$ cat src/rtl/call_stack_ctrl.sv
// Call/return stack controller owning SP on the data memory PC/SP port (empty-descending stack).
// Latency: push write one cycle after acceptance; pop result (ret_valid) two cycles after acceptance.
// Backpressure: ready low while an operation is in flight; mem_busy stalls PUSH and POP_RD; requests seen while not ready are dropped.
module call_stack_ctrl #(
   parameter int unsigned STACK_TOP   = 399,
   parameter int unsigned STACK_DEPTH = 100,
   parameter int unsigned DEPTH_W     = 7
) (
   input  logic               clk,
   input  logic               rst_n,
   input  logic               call_req,
   input  logic [15:0]        call_pc,
   input  logic               ret_req,
   output logic               ready,
   output logic               ret_valid,
   output logic [15:0]        ret_pc,
   output logic               stack_overflow,
   output logic               stack_underflow,
   output logic [DEPTH_W-1:0] depth,
   input  logic               mem_busy,
   output logic [8:0]         sp_address,
   output logic [15:0]        pc_data,
   output logic               signal_pc_data_write,
   input  logic [15:0]        pc_read_data
);

   localparam logic [8:0]         SP_RESET  = 9'(STACK_TOP);
   localparam logic [DEPTH_W-1:0] DEPTH_MAX = DEPTH_W'(STACK_DEPTH);
   localparam logic [DEPTH_W-1:0] DEPTH_ONE = DEPTH_W'(1);

   typedef enum logic [1:0] {
      ST_IDLE    = 2'd0,
      ST_PUSH    = 2'd1,
      ST_POP_RD  = 2'd2,
      ST_POP_CAP = 2'd3
   } state_t;

   state_t      state;
   logic [8:0]  sp;
   logic [8:0]  sp_plus1;
   logic [15:0] pc_lat;

   // SP points at the next free slot, so the top entry lives at SP+1.
   assign sp_plus1   = sp + 9'd1;
   assign ready      = (state == ST_IDLE);
   assign pc_data    = pc_lat;
   assign sp_address = (state == ST_POP_RD || state == ST_POP_CAP) ? sp_plus1 : sp;

   // Write strobe is combinational so it yields to higher-priority ports in the same cycle
   // and drops immediately when reset forces the state back to IDLE.
   assign signal_pc_data_write = (state == ST_PUSH) && !mem_busy;

   // Main controller: request arbitration, SP/depth bookkeeping and registered status pulses.
   always_ff @(posedge clk or negedge rst_n) begin
      if (!rst_n) begin
         state           <= ST_IDLE;
         sp              <= SP_RESET;
         depth           <= '0;
         pc_lat          <= '0;
         ret_pc          <= '0;
         ret_valid       <= 1'b0;
         stack_overflow  <= 1'b0;
         stack_underflow <= 1'b0;
      end else begin
         ret_valid       <= 1'b0;
         stack_overflow  <= 1'b0;
         stack_underflow <= 1'b0;
         case (state)
            ST_IDLE: begin
               // A call always wins over a simultaneous ret; the ret is simply dropped.
               if (call_req) begin
                  if (depth < DEPTH_MAX) begin
                     pc_lat <= call_pc;
                     state  <= ST_PUSH;
                  end else begin
                     stack_overflow <= 1'b1;
                  end
               end else if (ret_req) begin
                  if (depth != '0) begin
                     state <= ST_POP_RD;
                  end else begin
                     stack_underflow <= 1'b1;
                  end
               end
            end
            ST_PUSH: begin
               if (!mem_busy) begin
                  sp    <= sp - 9'd1;
                  depth <= depth + DEPTH_ONE;
                  state <= ST_IDLE;
               end
            end
            ST_POP_RD: begin
               // Memory only registers a read on a cycle with no write port active.
               if (!mem_busy) begin
                  state <= ST_POP_CAP;
               end
            end
            ST_POP_CAP: begin
               ret_pc    <= pc_read_data;
               ret_valid <= 1'b1;
               sp        <= sp_plus1;
               depth     <= depth - DEPTH_ONE;
               state     <= ST_IDLE;
            end
            default: state <= ST_IDLE;
         endcase
      end
   end

endmodule

$ cat config.mk
export PLATFORM = sky130hd
export DESIGN_NAME = call_stack_ctrl
export DESIGN_NICKNAME = d
export VERILOG_FILES = /design/src/rtl/call_stack_ctrl.sv
export SDC_FILE = /design/constraint.sdc
export NUM_CORES = 1
export LEC_CHECK = 0
export ABC_AREA = 1
export CORE_AREA = 2 2 79 81
export CTS_BUF_LIST = sky130_fd_sc_hd__clkbuf_4
export DETAILED_ROUTE_END_ITERATION = 8
export DIE_AREA = 0 0 81 83
export PLACE_DENSITY_LB_ADDON = 0.25
export SETUP_SLACK_MARGIN = 0.3
export SYNTH_ARGS = -nofsm -noshare
export SYNTH_HDL_FRONTEND = slang
export SYNTH_SLANG_ARGS = --single-unit
$ cat constraint.sdc
create_clock -name clk -period 1.75 [get_ports clk]
set_input_delay 0.2625 -clock clk [delete_from_list [all_inputs] [get_ports clk]]
set_output_delay 0.2625 -clock clk [all_outputs]
set_load 0.01 [all_outputs]
==> flow_summary_export.csv <==
group,metric,value,unit
global_route,busiest_layer,"met2",
logic_synthesis,synth_edf_count,0,
logic_synthesis,synth.distinct_cells,34,
die,die_area,6720,um2
sta,slew_violations,0,
worst_setup_path,endpoint_kind,"output port",
die,start_util,47.5,%
global_route,gr-total-overflow,0,
cells_and_area,fin_area,4810,um2
sta,relSlewSlack,74.8,%
logic_synthesis,synth_area,2760,um2
detailed_routing,drt-total-wl,10100,um
logic_synthesis,synth-compound-area-share,7.65,%
logic_synthesis,ys_async_sr_fraction,100,%
sta,period_needed,2250,ps
power_and_ir_drop,ir_drop,1.25,mV
detailed_routing,drt_iter0_markers,177,
logic_synthesis,synth_xor_area_share,2.85,%
cells_and_area,layout-drive-gt1-share,42.0,%
cells_and_area,nFillCells,362,
cells_and_area,finalNetCount,527,
hold_path,hp-class,"in2async",
global_route,grt_antenna_before_repair,0,
global_route,use_met3,5.54,%
global_route,grt_pass1_wl,13900,um
logic_synthesis,synthMuxAreaShare,6.52,%
die,fp.coreArea,5820,um2
cts,cts_root_buffer,"clkbuf_4",
cells_and_area,antennaDiodeCount,0,
cts,cts_tree,"yes",
global_route,met1_usage,32.8,%
cts,cts_sinks,53,
sta,rsz0062_at_grt,"yes",
worst_setup_path,crit_required,1490,ps
detailed_routing,vias,3003,
run,cap_violations,0,
logic_synthesis,synth_top_family_by_area,"simple AND/OR/NAND/NOR gates",
die,rows,28,
die,die_h,83,um
global_route,met2_usage,46.1,%
cells_and_area,area.growth.synth_to_final,74.2,%
place,gp_congestion,0.906,
cts,htree_levels,2,
sta,setup_ws,-496,ps
cts,clkTransAtPathRegs,160,ps
run_status,status,"finished, violations left",
cts,clock_latency,380,ps
worst_setup_path,cp-start-kind,"register",
sta,hold_viol,0,
die,io_pins,90,
logic_synthesis,postSynthAreaPerCell,8.48,um2
global_route,grt_max_degree,42,
power_and_ir_drop,cellPowerDensity,1900,nW/um2
sta,finalCritPeriodShare,128,%
logic_synthesis,synth_fp_nets,366,
power_and_ir_drop,power_leakage,2.40,nW
sta,fmaxAchievable,0.445,GHz
sta,finalSetupViolCount,9,
logic_synthesis,yosysSeqAreaShare,48.3,%
place,io_buffer_count,89,
logic_synthesis,synthFlopType,"dfrtp_1",
sta,skew,9.39,ps
global_route,grt_pass1_vias,2832,
detailed_routing,wl_per_cell,17.9,um
global_route,grt_util_all_layers,26.7,%
detailed_routing,ant_nets,0,
sta,whs,297,ps
detailed_routing,vias_per_cell,5.33,
worst_setup_path,critical_path_class,"reg2out",
detailed_routing,route.detailed.drc,0,
place,dpl_cell_area,4010,um2
logic_synthesis,synth_fa_ha_area_share,1.36,%
run_status,violations,"negative setup slack",
logic_synthesis,ys_ff_latch,53,
sta,worstMarginPinSlew,378,ps
detailed_routing,drt_pre_antenna_iters,4,
logic_synthesis,ys_warn_count,0,
cts,clockBufferDepth,2,
die,die_width,81,um
worst_setup_path,cp.arrival,1980,ps
cells_and_area,final_core_util,82.8,%
logic_synthesis,syn-instance-count,326,
cts,cts_buffers,5,
worst_setup_path,crit_fanout,3,
logic_synthesis,synth_simple_gate_area_share,26.7,%
place,dpl.hpwl,5500,um
[layer usage]
| metal | vias to the layer above | part of all wire, % |
|---|---|---|
| li1 | 1387 | - |
| met1 | 1449 | 38 |
| met2 | 141 | 53 |
| met3 | 26 | 6.4 |
| met4 | 0 | 2.9 |
| met5 | - | 0 |
[synth_stat cells, types with 5 or more instances]
master    instances  share of area [%]
dfrtp_1          47                 43
dfstp_2           6                5.7
inv_1            27                3.7
mux2_1            6                2.4
mux2_2           10                4.1
nand2_1         111                 15
nand3_1          18                3.3
nand4_1           7                1.6
nor2_1           16                2.2
o211ai_1          5                1.4
o21ai_0          21                3.8
xor2_1            7                2.2
[sequential cells by signal, summed over array words and instances, names as in the netlist]
register	flops
stack_underflow	1
stack_overflow	1
ret_pc	16
pc_data	16
state	2
ret_valid	1
sp	9
depth	7
[repair_timing]
| item | CTS | global route |
|---|---|---|
| resized for setup | 156 | 57 |
| buffers inserted | 27 | 16 |
| endpoints found under the setup margin | 84 | 49 |
| pin swaps | 21 | 25 |
| hold endpoints to repair | 8 | 0 |
| cloned | 0 | 2 |
| hold buffers | 1 | 0 |
[placed cells by master (no fill, tap or decap), types with 3 or more instances in the layout]
master	count
buf_12	6
buf_2	8
buf_4	50
buf_6	19
clkbuf_2	3
clkbuf_4	6
clkdlybuf4s50_1	35
dfrtp_1	44
dfrtp_2	3
dfstp_2	6
dlygate4sd2_1	39
ha_4	3
inv_1	18
inv_2	8
mux2_4	16
nand2_1	81
nand2_2	26
nand2_4	8
nand3_1	8
nand3_2	6
nand3_4	5
nand4_1	7
nor2_1	12
nor2_4	7
o211ai_1	5
o21ai_0	10
o21ai_1	9
o21ai_2	3
xor2_1	6
[critical path, cell delays in order (launching register included)]
cell and delay (ps):
dfstp_2 600, buf_6 110, ha_4 140, nand3_4 80
nor2_4 110, nand2_2 60, o21ai_1 150, nand2_1 90
nand2_1 80, o21ai_2 50, buf_2 130
[cells by family (layout without fill, tap and decap cells)]
| logic type | Yosys count | count (layout) |
|---|---|---|
| flip-flops | 53 | 53 |
| AO/OA/AOI/OAI | 36 | 36 |
| AND/OR/NAND/NOR | 168 | 168 |
| XOR/XNOR | 9 | 9 |
| buffers and inverters | 41 | 203 |
| adder cells (fa/ha/maj) | 3 | 3 |
| multiplexers | 16 | 16 |
[path summary, 6_finish.rpt]
kind / cells past startpoint / slack (ps) / from / to
hold / removal: 2 / 300 / rst_n / sp[4]
hold reg to reg: 2 / 500 / ret_pc[13] / ret_pc[13]
setup / recovery: 10 / -500 / sp[0] / sp_address[8]
max in group asynchronous: 3 / 860 / rst_n / sp[7]
min in group clk: 3 / 390 / pc_read_data[7] / ret_pc[7]
setup reg to reg: 10 / -50 / sp[0] / sp[7]
[final cells by class]
cell class / instances / area (um2) / share of cell area [%]
clock inverters: 2 / 15.0 / 0.312
multi-input cells: 232 / 1640 / 34.0
well taps: 75 / 93.8 / 1.95
flip-flops and latches: 53 / 1340 / 27.8
repair buffers: 166 / 1560 / 32.4
inverters: 29 / 126 / 2.63
clock buffers: 6 / 45.0 / 0.936
[power by group]
part	leakage (nW)	internal, mW	switching (mW)	total [mW]
logic	1.74	3.15	3.18	6.33
clock network	0.0279	0.173	0.418	0.592
registers	0.635	1.84	0.401	2.24
[through the flow]
stage | setup WS [ps] | power, mW | cells | setup TNS, ps
6_report | -496 | 9.16 | 563 | -2850
2_1_floorplan | 226 | 4.73 | 326 | 0
5_1_grt | -547 | 9.70 | 563 | -4390
3_3_place_gp | -246 | 6.75 | 509 | -1320
4_1_cts | -429 | 8.09 | 545 | -2550
3_5_place_dp | -279 | 6.89 | 509 | -1490
Note: power is estimated with default switching activity, not from simulation.
